`src/rtl/complex_pkg.sv`:
```
// Shared definitions for the complex arithmetic datapath: component width,
// packed {re, im} type, pack/unpack helpers and saturation limits.
package complex_pkg;

    localparam int unsigned CPLX_W = 8;

    typedef logic signed [CPLX_W-1:0] cplx_comp_t;

    typedef struct packed {
        cplx_comp_t re;
        cplx_comp_t im;
    } cplx_t;

    localparam cplx_comp_t CPLX_SAT_MAX = {1'b0, {(CPLX_W-1){1'b1}}};
    localparam cplx_comp_t CPLX_SAT_MIN = {1'b1, {(CPLX_W-1){1'b0}}};

    function automatic cplx_comp_t get_re(input cplx_t c);
        return c.re;
    endfunction

    function automatic cplx_comp_t get_im(input cplx_t c);
        return c.im;
    endfunction

    function automatic cplx_t mk_cplx(input cplx_comp_t re, input cplx_comp_t im);
        cplx_t c;
        c.re = re;
        c.im = im;
        return c;
    endfunction

endpackage

```
`src/rtl/add_sub_lane.sv`:
```
// One W-bit signed lane of the complex adder/subtractor, purely combinational.
// Build option: ADD_SUB_SATURATE_EN clamps the result on overflow instead of wrapping.
module add_sub_lane #(
    parameter int unsigned W = 8
) (
    input  logic [W-1:0] a_i,
    input  logic [W-1:0] b_i,
    input  logic         sub_i,
    output logic [W-1:0] res_o,
    output logic         ovf_o
);

    localparam logic [W-1:0] SatMax = {1'b0, {(W-1){1'b1}}};
    localparam logic [W-1:0] SatMin = {1'b1, {(W-1){1'b0}}};

    logic [W-1:0] b_eff;
    logic [W-1:0] sum;

    // Subtract as a + ~b + 1; overflow when the effective operands share a sign
    // and the result sign differs from it.
    always_comb begin
        b_eff = sub_i ? ~b_i : b_i;
        sum   = a_i + b_eff + W'(sub_i);
        ovf_o = (a_i[W-1] == b_eff[W-1]) && (sum[W-1] != a_i[W-1]);
`ifdef ADD_SUB_SATURATE_EN
        // On overflow the true result carries the sign of a.
        if (ovf_o) begin
            res_o = a_i[W-1] ? SatMin : SatMax;
        end else begin
            res_o = sum;
        end
`else
        res_o = sum;
`endif
    end

endmodule

```
`src/rtl/add_sub.sv`:
```
// Registered complex adder/subtractor: out = a +/- b per {re, im} lane, 1-cycle latency.
// Build option: ADD_SUB_SATURATE_EN (saturate lanes on overflow, see add_sub_lane).
module add_sub
    import complex_pkg::*;
#(
    parameter int unsigned W = CPLX_W
) (
    input  logic           clk_i,
    input  logic           rst_ni,
    input  logic           in_valid_i,
    input  logic [2*W-1:0] a_i,
    input  logic [2*W-1:0] b_i,
    input  logic           mode_i,
    output logic           out_valid_o,
    output logic [2*W-1:0] out_o,
    output logic           ovf_re_o,
    output logic           ovf_im_o
);

    logic [W-1:0]   res_re;
    logic [W-1:0]   res_im;
    logic           ovf_re;
    logic           ovf_im;

    logic [2*W-1:0] out_d, out_q;
    logic           out_valid_d, out_valid_q;
    logic           ovf_re_d, ovf_re_q;
    logic           ovf_im_d, ovf_im_q;

    add_sub_lane #(
        .W (W)
    ) u_lane_re (
        .a_i   (a_i[2*W-1:W]),
        .b_i   (b_i[2*W-1:W]),
        .sub_i (mode_i),
        .res_o (res_re),
        .ovf_o (ovf_re)
    );

    add_sub_lane #(
        .W (W)
    ) u_lane_im (
        .a_i   (a_i[W-1:0]),
        .b_i   (b_i[W-1:0]),
        .sub_i (mode_i),
        .res_o (res_im),
        .ovf_o (ovf_im)
    );

    // Capture a new result on valid input; otherwise hold data and drop valid.
    always_comb begin
        out_d       = out_q;
        ovf_re_d    = ovf_re_q;
        ovf_im_d    = ovf_im_q;
        out_valid_d = in_valid_i;
        if (in_valid_i) begin
            out_d    = {res_re, res_im};
            ovf_re_d = ovf_re;
            ovf_im_d = ovf_im;
        end
    end

    // Output registers with synchronous active-low reset (reset beats in_valid).
    always_ff @(posedge clk_i) begin
        if (!rst_ni) begin
            out_q       <= '0;
            out_valid_q <= 1'b0;
            ovf_re_q    <= 1'b0;
            ovf_im_q    <= 1'b0;
        end else begin
            out_q       <= out_d;
            out_valid_q <= out_valid_d;
            ovf_re_q    <= ovf_re_d;
            ovf_im_q    <= ovf_im_d;
        end
    end

    assign out_o       = out_q;
    assign out_valid_o = out_valid_q;
    assign ovf_re_o    = ovf_re_q;
    assign ovf_im_o    = ovf_im_q;

endmodule

```
`config.mk`:
```
export PLATFORM = sky130hd
export DESIGN_NAME = add_sub
export DESIGN_NICKNAME = d
export VERILOG_FILES = /design/src/rtl/complex_pkg.sv /design/src/rtl/add_sub_lane.sv /design/src/rtl/add_sub.sv
export SDC_FILE = /design/constraint.sdc
export NUM_CORES = 1
export LEC_CHECK = 0
export BUFFER_PORTS_ARGS = -buffer_cell sky130_fd_sc_hd__buf_2
export CORE_UTILIZATION = 54
export DETAILED_ROUTE_END_ITERATION = 10
export GPL_ROUTABILITY_DRIVEN = 0
export PLACE_DENSITY_LB_ADDON = 0.15
export SLEW_MARGIN = 25
export SYNTH_ARGS = -nofsm -noshare
export SYNTH_HDL_FRONTEND = slang
export SYNTH_HIERARCHICAL = 1
export SYNTH_SLANG_ARGS = --single-unit
```
`constraint.sdc`:
```
create_clock -name clk_i -period 3.2 [get_ports clk_i]
set_input_delay 0 -clock clk_i [delete_from_list [all_inputs] [get_ports clk_i]]
set_output_delay 0 -clock clk_i [all_outputs]
set_load 0.005 [all_outputs]
```
* After elaboration in Yosys (flattened, before gate mapping)
Cells that the tools add are included.
W data, S select, Z words.
** Storage, ports and cells
- Register bits :: 19
- Logic and storage cells :: 18
** Cells by class
- Add/sub/neg operators :: 4
- Equal/unequal tests :: 4
- Mux-type cells :: 2
- Bitwise logic cells :: 2
- Reduce and logical (&&, ||, !) cells :: 2
** Operator list (count)
- $add A8 B1 Y8 :: 2
- $add A8 B8 Y8 :: 2
- $mux W8 :: 2
- $not A8 Y8 :: 2
- $eq A1 B1 Y1 :: 2
- $logic_and A1 B1 Y1 :: 2
- $ne A1 B1 Y1 :: 2

* Logic depth before layout (Yosys ltp)
- Word-level depth :: 6
- Depth in mapped cells :: 10
- Gate-level depth less buffers :: 9

* Modules after synthesis
The synthesis kept the hierarchy.
** By module, submodules not included
- add_sub_lane :: instances 2, cells an instance 49, area an instance 410.4 um^2
- add_sub :: instances 1, cells an instance 59, area an instance 715.7 um^2

* Least setup slack after synthesis
OpenSTA, ideal clock, no wires.
- Path type :: input port to flip-flop
- Start point :: in mode_i
- End point :: reg out_q[14] (netlist: out_o[14])
- Setup time :: 0.065 ns
- Data arrival time :: 1.613 ns
- Data required time :: 3.135 ns
- Setup slack :: 1.522 ns
- Stages :: 9
- Path through :: buf_6 xor2_1 ha_1 nor2b_4 o31a_1 or4_1 nand3_1 mux2i_1 nor2b_1
** Between the ends
- Cells in the longest elaborated chain, start to end :: 3
** RTL lines
- start: declaration :: RTL line add_sub.sv:13 : input logic mode_i,
- $mux W8 :: RTL line add_sub_lane.sv:22 : b_eff = sub_i ? ~b_i : b_i;
- $add A8 B8 Y8 :: RTL line add_sub_lane.sv:23 : sum = a_i + b_eff + W'(sub_i);
- $add A8 B1 Y8 (*) :: RTL line add_sub_lane.sv:23
- named net res_re[6] :: RTL line add_sub.sv:20 : logic [W-1:0] res_re;
- end signal: assignment :: RTL line add_sub.sv:71 : out_q <= out_d;
- end: declaration :: RTL line add_sub.sv:25 : logic [2*W-1:0] out_d, out_q;
Mark *: on every way through the listed nets, which the timed path passes. The rest lies on a longest branch.
A chain may end at the register's enable or synchronous reset.

* Worst setup path after layout
- Start point :: in mode_i
- End point :: reg ovf_re_q (netlist: ovf_re_o)
** Between the ends
- Cells in the longest elaborated chain, start to end :: 5
- Elaborated cells on any way between the ends :: 6
- Those cells by class :: 2 x add/sub; 2 x eq/ne; 1 x mux; 1 x reduce/logical
** RTL lines
- $mux W8 :: RTL line add_sub_lane.sv:22
- $add A8 B8 Y8 :: RTL line add_sub_lane.sv:23
- $add A8 B1 Y8 :: RTL line add_sub_lane.sv:23
- $ne A1 B1 Y1 :: RTL line add_sub_lane.sv:24 : ovf_o = (a_i[W-1] == b_eff[W-1]) && (sum[W-1] != a_i[W-1]);
- $logic_and A1 B1 Y1 (*) :: RTL line add_sub_lane.sv:24
- named net ovf_re :: RTL line add_sub.sv:22 : logic ovf_re;
- end signal: assignment :: RTL line add_sub.sv:73 : ovf_re_q <= ovf_re_d;
- end: declaration :: RTL line add_sub.sv:27 : logic ovf_re_d, ovf_re_q;
Marks and branches as above.

==> impl.org <==
** Outcome
- Result of the run :: complete, no violations

** Synth
- When the netlist entered floorplanning its net count stood at 207.
- Cells after Synth :: 157
- Top FF cell, synth :: sky130_fd_sc_hd__dfxtp_1
- The Yosys step of the flow raised 6 warnings.
- Proportion of synthesized flip-flops having asynchronous set or reset :: 0
- Each instance of the synthesized netlist takes up on average 9.79 um2.
- Post-synthesis simple-gate area fraction :: 0.160
- After synthesis, the largest family of logic cells by area is simple AND/OR/NAND/NOR gates.
- Yosys attributes the largest share of cell area to sky130_fd_sc_hd__dfxtp_1 (25%), sky130_fd_sc_hd__mux2i_1 (13%), sky130_fd_sc_hd__xor2_1 (13%).
- Cell area after synthesis :: 1540 um2
- The area fraction in compound gates after synthesis came to 0.127.
- Of the post-synthesis cell area, the dominant cell type holds 0.248.
- Number of synthesized register bits :: 19
- Yosys top cell by area :: sky130_fd_sc_hd__dfxtp_1
- Part of the Yosys area used for sequential elements :: 0.248
- Number of enable flip-flop cells after synthesis :: 0
- Of the post-synthesis cell area, the part taken by muxes is 0.148.
- XOR/XNOR Fraction of Synth Area :: 0.137
- The synthesized netlist contains 29 unique library cells.
- Fraction of the mapped netlist area in adder cells :: 0.124

** Power
- Of the total power, the share spent switching nets is 0.348.
- Internal :: 0.000471 W
- The share of total power dissipated in combinational logic is 0.444.
- Summed over all cells, the static leakage comes to 0.932 nW.
- Sequential Power Share :: 0.388
- Max IR drop VDD :: 0.000308 V
- Of the total power, the clock network draws 0.167.
- Total power density per cell area :: 398 nW/um2
- The analysis attributes to net switching a power of 0.000251 W.

** Worst setup path
- Worst-path fanout max :: 16
- The slowest stage of the critical path is the sky130_fd_sc_hd__buf_2 cell.
- Dominant delay contributor by cell family on the critical path :: compound AO/OA/AOI/OAI gates
- On the worst path, the slowest cell contributes a delay of 0.38 ns.
- The number of buffers and inverters on the critical path is 1.
- STA classifies the critical path startpoint as an input port.
- At the worst endpoint, the arrival time is 2.03 ns.
- Kind of capture point of the worst setup path :: flop
- Most numerous cell on the critical path :: sky130_fd_sc_hd__mux2i_1
- Classification of the worst setup path :: input port to flop
- Cell-by-cell trace of the critical path :: buf_2 > xor2_1 > ha_1 > a21oi_1 > o221ai_2 > a31oi_4 > mux2i_1 > mux2i_1 > nor2b_1
- Worst endpoint required time :: 3.45 ns

** Final layout
- Commonest non-fill, non-tap cells in the layout :: sky130_fd_sc_hd__buf_2 (54), sky130_fd_sc_hd__xor2_1 (22), sky130_fd_sc_hd__mux2i_1 (20)
- In the final layout, the share of cells above drive strength 1 is 0.329.
- For this run, the post-layout net count is 261.
- Layout overhead on the synthesized area :: 18.1%
- Number of fill cells in the layout :: 229
- Most common library cell in the layout ignoring fill and taps :: sky130_fd_sc_hd__buf_2
- Antenna cell count :: 0

** Clocking
- No sink is reached through more buffers than the 2 on the longest clock path.
- Post-CTS setup buffer count :: 0
- Clock tree from TritonCTS :: done
- CTS Root Buffer Type :: sky130_fd_sc_hd__clkbuf_4
- Clk pin slew, worst setup/hold paths :: 0.11 ns
- CTS built an H-tree with a depth of 1.
- Total CTS buffers :: 3
- Skew-Pair Late Insertion Delay :: 0.30 ns
- Clock Sinks :: 19
- For this design, the CTS-stage hold fixing added 0 buffers.
- The number of gates resized after CTS was 0.

** Floorplanning
- For this design the top-level I/O count stands at 55.
- Placeable core region :: 2590 um2
- The initial utilization of the core area, before any placement, comes to 0.593.
- From bottom edge to top edge, the die measures 55.3 um.
- Width of the die :: 55.3 um
- Total Die Area :: 3060 um2
- The initialized floorplan defines 18 standard-cell rows.

** Timing
- Setup violations remaining at the end of the flow were counted as 0.
- Measured against its own limit, the worst slew margin works out to 0.638.
- Setup repair after global routing left no endpoint under its margin.
- For the pin with the worst max-slew slack, the measured transition is 0.543 ns.
- The hold violation total from the final report is 0.
- Dividing the final minimum period by the clock period gives 0.558.
- Highest attainable clock frequency :: 0.560 GHz
- After layout, the minimum clock period comes to 1.79 ns.
- Final TNS setup :: 0 ns
- Clock skew after layout :: 0 ns
- Setup slack on the critical path of the routed design comes to 1.41 ns.
- The total count of max-transition violations in the final report is 0.

** Global route
- Initial antenna violation count :: 0
- Global-route layer with the greatest usage :: met2
- Met3 track utilization from global routing :: 0.0492
- Global routing finished with a remaining overflow of 0.
- Number of global-route vias before repair :: 1229
- GR met2 Demand/Resource :: 0.363
- Entering global routing, the biggest net connects 20 pins.
- Global-route usage over all layers :: 0.214
- Wire length of the first global-routing pass :: 5370 um
- Global Route met1 Usage :: 0.281

** Placed design
- The count of buffers added on input and output ports is 54.
- Detailed placement finished with a half-perimeter wire length of 2370 um.
- Before CTS, the worst setup slack after placement is 1.08 ns.

** Route
- DRC Markers :: 0
- Number of DRC markers after the initial detailed-route iteration :: 16
- Number of vias per cell :: 5.34
- The count of nets left with antenna violations once routing finished came out at 0.
- Summing over every cut layer, the via total after detailed routing is 1282.
- Overall routed net length :: 2940 um
- Average wire length per cell after detail routing :: 12.2 um
- Detailed-router iteration count before antenna repair :: 4

** Run
- Max-cap violations in this run came to 0.

** Min path
- Class of the tightest hold or removal check :: input port to flop
logic make-up (layout without fill, tap and decap cells):
kind of cell	count (synthesis)	count (layout)
and+or+nand+nor	41	41
xor gates and xnor gates	24	24
muxes	22	22
DFF	19	19
AOI/OAI and AO/OA	24	24
adders and majority gates	14	14
buffers and inverters	13	66
synth_stat cells, types with 3 or more instances:
library cell,count
sky130_fd_sc_hd__xor2_1,22
sky130_fd_sc_hd__mux2i_1,20
sky130_fd_sc_hd__dfxtp_1,19
sky130_fd_sc_hd__nor2b_1,18
sky130_fd_sc_hd__ha_1,12
sky130_fd_sc_hd__a21oi_1,8
sky130_fd_sc_hd__inv_1,8
sky130_fd_sc_hd__nand2_1,8
sky130_fd_sc_hd__o21ai_0,4
sky130_fd_sc_hd__buf_6,3
stage by stage:
step | std cells | area, um2 | util | hold WS, ns | power, W
detailed placement | 236 | 1790 | 0.690 | 0.377 | 0.000608
CTS | 240 | 1810 | 0.700 | 0.0683 | 0.000731
finish | 240 | 1810 | 0.700 | 0.0749 | 0.000722
floorplan | 157 | 1540 | - | 0.128 | 0.000522
global placement | 236 | 1790 | 0.690 | 0.382 | 0.000596
global route | 240 | 1810 | 0.700 | 0.0635 | 0.000789
flip-flops by register name, summed over array words and instances (netlist names):
signal and flops:
out_o 16, ovf_im_o 1, ovf_re_o 1, out_valid_o 1
worst register-to-register path: stages (launching register included):
cell                      delay (ns)
sky130_fd_sc_hd__dfxtp_1        0.33
sky130_fd_sc_hd__mux2i_1        0.13
sky130_fd_sc_hd__nor2b_1        0.06
cell type report:
| type | count | area [um2] | share of cell area |
|---|---|---|---|
| Clock inverter | 1 | 5.00 | 0.00276 |
| Timing Repair Buffer | 54 | 270 | 0.149 |
| Inverter | 8 | 30.0 | 0.0166 |
| Sequential cell | 19 | 380 | 0.210 |
| Tap cell | 30 | 37.5 | 0.0207 |
| Multi-Input combinational cell | 125 | 1070 | 0.589 |
| Clock buffer | 3 | 22.5 | 0.0124 |
final timing paths:
check / startpoint / end / slack (ns) / cells after the start
hold reg to reg: ovf_im_o$_SDFFE_PN0P_ / ovf_im_o$_SDFFE_PN0P_ / 0.52 / 2
setup / recovery: mode_i / ovf_re_o$_SDFFE_PN0P_ / 1.41 / 9
setup reg to reg: out_o[4]$_SDFFE_PN0P_ / out_o[4]$_SDFFE_PN0P_ / 2.58 / 2
hold / removal: rst_ni / out_o[14]$_SDFFE_PN0P_ / 0.07 / 2
layer usage:
layer  vias up  routed length [um]
met1       602                1290
met3         0                 114
li1        650                   -
met5         -                   0
met4         0                   0
met2        30                1530
power groups by stage:
stage / registers, W / clock network, W / logic [W]
floorplan: 0.000288 / 0 / 0.000235
global placement: 0.000285 / 0 / 0.000311
detailed placement: 0.000286 / 0 / 0.000322
CTS: 0.000281 / 0.000126 / 0.000323
global route: 0.000284 / 0.000141 / 0.000363
finish: 0.000281 / 0.000121 / 0.000321
Note: power is estimated with default switching activity, not from simulation.
